File: src/rtl/seg_pkg.sv
// Shared types, segment patterns and pin-polarity helpers for the seven-segment scanner.
package seg_pkg;

  typedef logic [3:0] seg_idx_t;

  // Segment patterns, bit order {g,f,e,d,c,b,a}, 1 = lit
  localparam logic [6:0] Seg0 = 7'h3F;
  localparam logic [6:0] Seg1 = 7'h06;
  localparam logic [6:0] Seg2 = 7'h5B;
  localparam logic [6:0] Seg3 = 7'h4F;
  localparam logic [6:0] Seg4 = 7'h66;
  localparam logic [6:0] Seg5 = 7'h6D;
  localparam logic [6:0] Seg6 = 7'h7D;
  localparam logic [6:0] Seg7 = 7'h07;
  localparam logic [6:0] Seg8 = 7'h7F;
  localparam logic [6:0] Seg9 = 7'h6F;
  localparam logic [6:0] SegA = 7'h77;
  localparam logic [6:0] SegB = 7'h7C;
  localparam logic [6:0] SegC = 7'h39;
  localparam logic [6:0] SegD = 7'h5E;
  localparam logic [6:0] SegE = 7'h79;
  localparam logic [6:0] SegF = 7'h71;

  // Map a logical "lit" segment vector to pin levels
  function automatic logic [6:0] seg_drive(input logic [6:0] lit, input bit active_low);
    return active_low ? ~lit : lit;
  endfunction

  // Map a logical "on" bit to its pin level; on=0 yields the inactive level
  function automatic logic pin_drive(input logic on, input bit active_low);
    return active_low ? ~on : on;
  endfunction

endpackage

File: src/rtl/seg7_decode.sv
// Hex code to seven-segment pattern, {g..a}, 1 = lit.
module seg7_decode
  import seg_pkg::*;
(
  input  seg_idx_t   code_i,
  output logic [6:0] seg_o
);

  // Table lookup
  always_comb begin
    seg_o = Seg0;
    case (code_i)
      4'h0: seg_o = Seg0;
      4'h1: seg_o = Seg1;
      4'h2: seg_o = Seg2;
      4'h3: seg_o = Seg3;
      4'h4: seg_o = Seg4;
      4'h5: seg_o = Seg5;
      4'h6: seg_o = Seg6;
      4'h7: seg_o = Seg7;
      4'h8: seg_o = Seg8;
      4'h9: seg_o = Seg9;
      4'hA: seg_o = SegA;
      4'hB: seg_o = SegB;
      4'hC: seg_o = SegC;
      4'hD: seg_o = SegD;
      4'hE: seg_o = SegE;
      4'hF: seg_o = SegF;
      default: seg_o = Seg0;
    endcase
  end

endmodule

File: src/rtl/seg_scan_ctrl.sv
// Time-multiplexed driver for NUM_DIGITS seven-segment digits with per-slot snapshot,
// anti-ghosting blank interval and on-time brightness control.
module seg_scan_ctrl
  import seg_pkg::*;
#(
  parameter int unsigned NUM_DIGITS     = 8,
  parameter int unsigned SCAN_DIV       = 1000,
  parameter int unsigned BLANK_CYCLES   = 2,
  parameter bit          DS_ACTIVE_LOW  = 1'b1,
  parameter bit          SEG_ACTIVE_LOW = 1'b0,
  parameter int unsigned CNT_W          = $clog2(SCAN_DIV)
) (
  input  logic                    clk,
  input  logic                    rst_n,
  input  logic [4*NUM_DIGITS-1:0] d_in,
  input  logic [NUM_DIGITS-1:0]   dp_in,
  input  logic [NUM_DIGITS-1:0]   en,
  input  logic [CNT_W-1:0]        on_cycles,
  output logic [6:0]              seg,
  output logic                    dp,
  output logic [NUM_DIGITS-1:0]   ds,
  output logic                    frame_tick
);

  localparam int unsigned DigW = (NUM_DIGITS > 1) ? $clog2(NUM_DIGITS) : 1;

  localparam logic [CNT_W-1:0] PhaseLast = CNT_W'(SCAN_DIV - 1);
  localparam logic [CNT_W-1:0] BlankC    = CNT_W'(BLANK_CYCLES);
  localparam logic [CNT_W-1:0] OnMax     = CNT_W'(SCAN_DIV - BLANK_CYCLES);
  localparam logic [DigW-1:0]  DigLast   = DigW'(NUM_DIGITS - 1);

  if (NUM_DIGITS < 1) begin : g_bad_num_digits
    $error("seg_scan_ctrl: NUM_DIGITS must be >= 1");
  end
  if (SCAN_DIV < 2) begin : g_bad_scan_div
    $error("seg_scan_ctrl: SCAN_DIV must be >= 2");
  end
  if (BLANK_CYCLES < 1 || BLANK_CYCLES >= SCAN_DIV) begin : g_bad_blank
    $error("seg_scan_ctrl: BLANK_CYCLES must satisfy 1 <= BLANK_CYCLES < SCAN_DIV");
  end
  if (CNT_W < $clog2(SCAN_DIV)) begin : g_bad_cnt_w
    $error("seg_scan_ctrl: CNT_W too narrow for SCAN_DIV");
  end

  logic [DigW-1:0]       digit_q;
  logic [CNT_W-1:0]      phase_q;
  seg_idx_t              code_q;
  logic                  dpq_q;
  logic                  enq_q;
  logic [CNT_W-1:0]      on_eff_q;
  logic [6:0]            seg_q;
  logic                  dp_q;
  logic [NUM_DIGITS-1:0] ds_q;
  logic                  frame_tick_q;

  logic                  wrap;
  logic                  last_digit;
  logic [CNT_W-1:0]      on_sat;
  logic                  active;
  logic [NUM_DIGITS-1:0] sel;
  logic [6:0]            dec_seg;
  logic [6:0]            seg_d;
  logic                  dp_d;
  logic [NUM_DIGITS-1:0] ds_d;

  seg7_decode u_decode (
    .code_i (code_q),
    .seg_o  (dec_seg)
  );

  // Slot timing, lit window and next output levels
  always_comb begin
    wrap       = (phase_q == PhaseLast);
    last_digit = (digit_q == DigLast);
    on_sat     = (on_cycles > OnMax) ? OnMax : on_cycles;
    // Subtraction is only evaluated meaningfully once phase has passed the blank interval
    active     = enq_q && (phase_q >= BlankC) && ((phase_q - BlankC) < on_eff_q);
    sel        = '0;
    sel[DigLast - digit_q] = 1'b1;
    for (int i = 0; i < NUM_DIGITS; i++) begin
      ds_d[i] = pin_drive(active && sel[i], DS_ACTIVE_LOW);
    end
    seg_d = seg_drive(active ? dec_seg : 7'h00, SEG_ACTIVE_LOW);
    dp_d  = pin_drive(active && dpq_q, SEG_ACTIVE_LOW);
  end

  // Phase and digit counters
  always_ff @(posedge clk) begin
    if (!rst_n) begin
      phase_q <= '0;
      digit_q <= '0;
    end else begin
      phase_q <= wrap ? '0 : phase_q + 1'b1;
      if (wrap) begin
        digit_q <= last_digit ? '0 : digit_q + 1'b1;
      end
    end
  end

  // Per-slot snapshot of the current digit's inputs, taken as phase 0 ends
  always_ff @(posedge clk) begin
    if (!rst_n) begin
      code_q   <= '0;
      dpq_q    <= 1'b0;
      enq_q    <= 1'b0;
      on_eff_q <= '0;
    end else if (phase_q == '0) begin
      code_q   <= d_in[{digit_q, 2'b00} +: 4];
      dpq_q    <= dp_in[digit_q];
      enq_q    <= en[digit_q];
      on_eff_q <= on_sat;
    end
  end

  // Registered pin drives and frame pulse
  always_ff @(posedge clk) begin
    if (!rst_n) begin
      ds_q         <= {NUM_DIGITS{DS_ACTIVE_LOW}};
      seg_q        <= seg_drive(7'h00, SEG_ACTIVE_LOW);
      dp_q         <= SEG_ACTIVE_LOW;
      frame_tick_q <= 1'b0;
    end else begin
      ds_q         <= ds_d;
      seg_q        <= seg_d;
      dp_q         <= dp_d;
      frame_tick_q <= wrap && last_digit;
    end
  end

  assign seg        = seg_q;
  assign dp         = dp_q;
  assign ds         = ds_q;
  assign frame_tick = frame_tick_q;

endmodule

File: config.mk
export PLATFORM = sky130hd
export DESIGN_NAME = seg_scan_ctrl
export DESIGN_NICKNAME = d
export VERILOG_FILES = /design/src/rtl/seg_pkg.sv /design/src/rtl/seg7_decode.sv /design/src/rtl/seg_scan_ctrl.sv
export SDC_FILE = /design/constraint.sdc
export NUM_CORES = 1
export LEC_CHECK = 0
export ABC_AREA = 1
export ABC_CLOCK_PERIOD_IN_PS = 3400
export CORE_UTILIZATION = 37
export CTS_CLUSTER_SIZE = 12
export DETAILED_ROUTE_END_ITERATION = 8
export SLEW_MARGIN = 5
export SYNTH_ARGS = -nofsm -noshare
export SYNTH_HDL_FRONTEND = slang
export SYNTH_HIERARCHICAL = 1
export SYNTH_SLANG_ARGS = --single-unit
File: constraint.sdc
create_clock -name clk -period 3.4 [get_ports clk]
set_input_delay 0.51 -clock clk [delete_from_list [all_inputs] [get_ports clk]]
set_output_delay 0.51 -clock clk [all_outputs]
set_load 0.02 [all_outputs]
==> impl_metrics.json <==
{
  "clk_path_buf_depth": 2,
  "avgRoutedWirePerCell_um": 10.77,
  "slew_violations": 0,
  "routabilityCongestion": 0.7867,
  "wirelength_um": 7273,
  "cts_made_buffers": 5,
  "synth.area.mux_share_pct": 0,
  "maxSlewHeadroom_pct": 61.82,
  "die_x_um": 94.21,
  "fillers": 859,
  "io_buffers": 76,
  "reg2regPathDepth": 14,
  "p_leak_nw": 2.041,
  "vias_per_cell": 4.556,
  "cts.sinks": 46,
  "cts.clk_slew.worst_paths_ps": 90,
  "syn_inst": 497,
  "cap_violations": 0,
  "final_nets": 652,
  "avgSynthCellArea_um2": 6.329,
  "drt_iter0_markers": 79,
  "pin_count": 77,
  "multi_input_area_mm2": 0.001743,
  "htreeDepth": 2,
  "yosysSeqAreaShare_pct": 29.28,
  "synth_top_family_by_area": "simple AND/OR/NAND/NOR gates",
  "r2r_end": "seg[6]$_SDFF_PN0_",
  "hold_start": "dpq_q$_SDFFE_PN0N_",
  "min_path_type": "reg -> reg",
  "register_area_um2": 920.9,
  "vias": 3075,
  "hold_path_end": "dp$_SDFF_PN0_",
  "synth_area_mm2": 0.003146,
  "drc": 0,
  "grt_max_degree": 33,
  "worstSkewPairLatency_ps": 300,
  "placed_area_mm2": 0.003965,
  "vdd_ir_drop_max_uv": 173.2,
  "cts_resized": 0,
  "rsz0062_at_grt": "no",
  "worstPathRequired_ps": 3650,
  "yosysWarnings": 6,
  "synth_seq_cells": 46,
  "critPathCaptureType": "flip-flop",
  "hpwl_um": 5699,
  "rows": 33,
  "setup_violations": 0,
  "cp_max_fo": 9,
  "drive_above_1_share_pct": 5.263,
  "synthXorXnorAreaFrac_pct": 1.949,
  "yosys.cell_types.count": 26,
  "startpoint_type": "flip-flop",
  "synthesis.nets": 580,
  "cp.arrival_ps": 2670,
  "timing.fmax_mhz": 412.4,
  "grt_first_pass_wirelength_um": 12210,
  "design_area_mm2": 0.004083,
  "outcome": "completed",
  "die_y_um": 94.21,
  "crit_type": "reg -> reg",
  "diodes": 0,
  "worstMarginPinSlew_ps": 570.6,
  "finalSetupTns_ps": 0,
  "area_delta_synth_final_pct": 29.79,
  "core_mm2": 0.008217,
  "yosys.area_share.adder_pct": 9.149,
  "synth_compound_area_share_pct": 7.478,
  "grt_pass1_vias": 2715,
  "hold_buffers": 0,
  "hold_depth": 2,
  "tritoncts": "done",
  "die-area_mm2": 0.008875,
  "fin_crit_ps": 2425,
  "hold_violations": 0,
  "rr_startpoint": "phase_q[1]$_SDFF_PP0_",
  "synthSimpleGateAreaFrac_pct": 36.83,
  "reg2reg_slack_ps": 980,
  "antenna_found_initial": 0,
  "post-cts-setup-buffers": 0,
  "overflow": 0,
  "finalCritPeriodShare_pct": 71.32,
  "skew_ps": 8.427,
  "initial_core_util_pct": 38.28,
  "root_buffer": "clkbuf_8",
  "ant_nets": 0,
  "power-per-cell-area_mw_per_mm2": 330.8,
  "grt_usage_pct": 17.36,
  "crit_start": "phase_q[1]$_SDFF_PP0_",
  "first_pass_iters": 4
}
==> through the flow <==
step | total power, mW | util [%] | hold slack [ps] | cells | setup slack (ps)
floorplan | 0.8290 | - | 408.5 | 497 | 1219
CTS | 1.368 | 49.69 | 443.1 | 675 | 947.6
global route | 1.444 | 49.69 | 453.1 | 675 | 612.8
detailed placement | 0.9470 | 48.26 | 438.8 | 667 | 976.5
finish | 1.351 | 49.69 | 436.3 | 675 | 975.0
global placement | 0.9428 | 48.26 | 440.6 | 667 | 1029
==> worst max path at each step <==
stage / to / slack [ps] / depth (start not counted)
after global placement: seg[5]$_SDFF_PN0_ / 1030 / 14
after floorplan: dp$_SDFF_PN0_ / 1220 / 14
after CTS: seg[6]$_SDFF_PN0_ / 950 / 14
after detailed placement: seg[6]$_SDFF_PN0_ / 980 / 14
after global routing: seg[5]$_SDFF_PN0_ / 610 / 14
final: seg[6]$_SDFF_PN0_ / 980 / 14
==> report_power, final <==
group	switching, mW	internal (mW)	leakage [nW]
clock network	0.195	0.224	0.0563
logic	0.176	0.164	1.61
registers	0.0248	0.567	0.376
total	0.395	0.955	2.04
==> synthesized netlist by cell type <==
cell / count / area [um2]
buf_4: 2 / 15.01
nor2_1: 62 / 232.7
nor2_2: 1 / 6.260
nand2_1: 124 / 465.5
xor2_1: 7 / 61.31
ha_1: 23 / 287.8
buf_2: 7 / 35.03
o21ai_0: 17 / 85.08
buf_6: 3 / 33.78
nand2_2: 4 / 25.02
clkbuf_1: 1 / 3.750
nor3_1: 2 / 10.01
o21ai_1: 6 / 30.03
a21oi_1: 15 / 75.07
nor2_4: 6 / 67.56
o211ai_1: 3 / 22.52
nand4_1: 5 / 31.28
nand2_4: 3 / 33.78
nand3_1: 49 / 245.2
o21bai_1: 3 / 22.52
nand3b_1: 1 / 7.510
nor3_4: 1 / 16.27
dfxtp_1: 46 / 920.9
inv_2: 4 / 15.01
nand3_4: 1 / 17.52
inv_1: 101 / 379.1
==> layout by cell type (no fill, tap or decap), drive strengths merged <==
cell and count:
xor2 7, bufinv 1, nor3 3, clkinvlp 1, nand2 131, buf 2
clkbuf 5, clkdlybuf4s50 76, dfxtp 46, nand3 50, nor2 69, o21bai 3
o211ai 3, a21oi 15, ha 23, inv 106, nand4 5, o21ai 23
nand3b 1
==> final cells by class <==
| class | count | area share [%] |
|---|---|---|
| clock buffer | 5 | 1.686 |
| inverter | 105 | 9.654 |
| multi-input combinational | 333 | 42.69 |
| timing repair buffer | 78 | 19.00 |
| tap | 105 | 3.218 |
| clock inverter | 3 | 1.195 |
| sequential | 46 | 22.56 |
==> critical path, cell delays in order, from the launching register on <==
cell	delay, ps
dfxtp_1	350
inv_1	180
ha_1	210
nand3_1	110
nor2_1	170
nand3_1	100
xor2_1	150
ha_1	320
nand2_1	80
inv_1	30
nor2_1	90
nand3_1	120
nor2_4	240
nand2_4	110
nor2_1	90
==> cells by family (layout without fill, tap and decap cells) <==
logic type / count (synthesis) / count (layout)
AO/OA/AOI/OAI: 44 / 44
XOR/XNOR: 7 / 7
adder cells (fa/ha/maj): 23 / 23
buffers and inverters: 118 / 191
flip-flops: 46 / 46
AND/OR/NAND/NOR: 259 / 259
==> registers in the layout, summed over array words and instances (netlist names) <==
name,count
enq_q,1
frame_tick,1
code_q,4
dpq_q,1
on_eff_q,10
seg,7
phase_q,10
dp,1
digit_q,3
ds,8
==> metal layers <==
layer	up-vias	routed length (um)	track usage, %	share of wire (%)
met5	-	0	0	0
met4	0	63	3.846	0.87
met3	7	303	2.751	4.2
met2	51	3622	32.37	50
met1	1371	3284	20.54	45
li1	1646	-	-	-
Note: power is estimated with default switching activity, not from simulation.
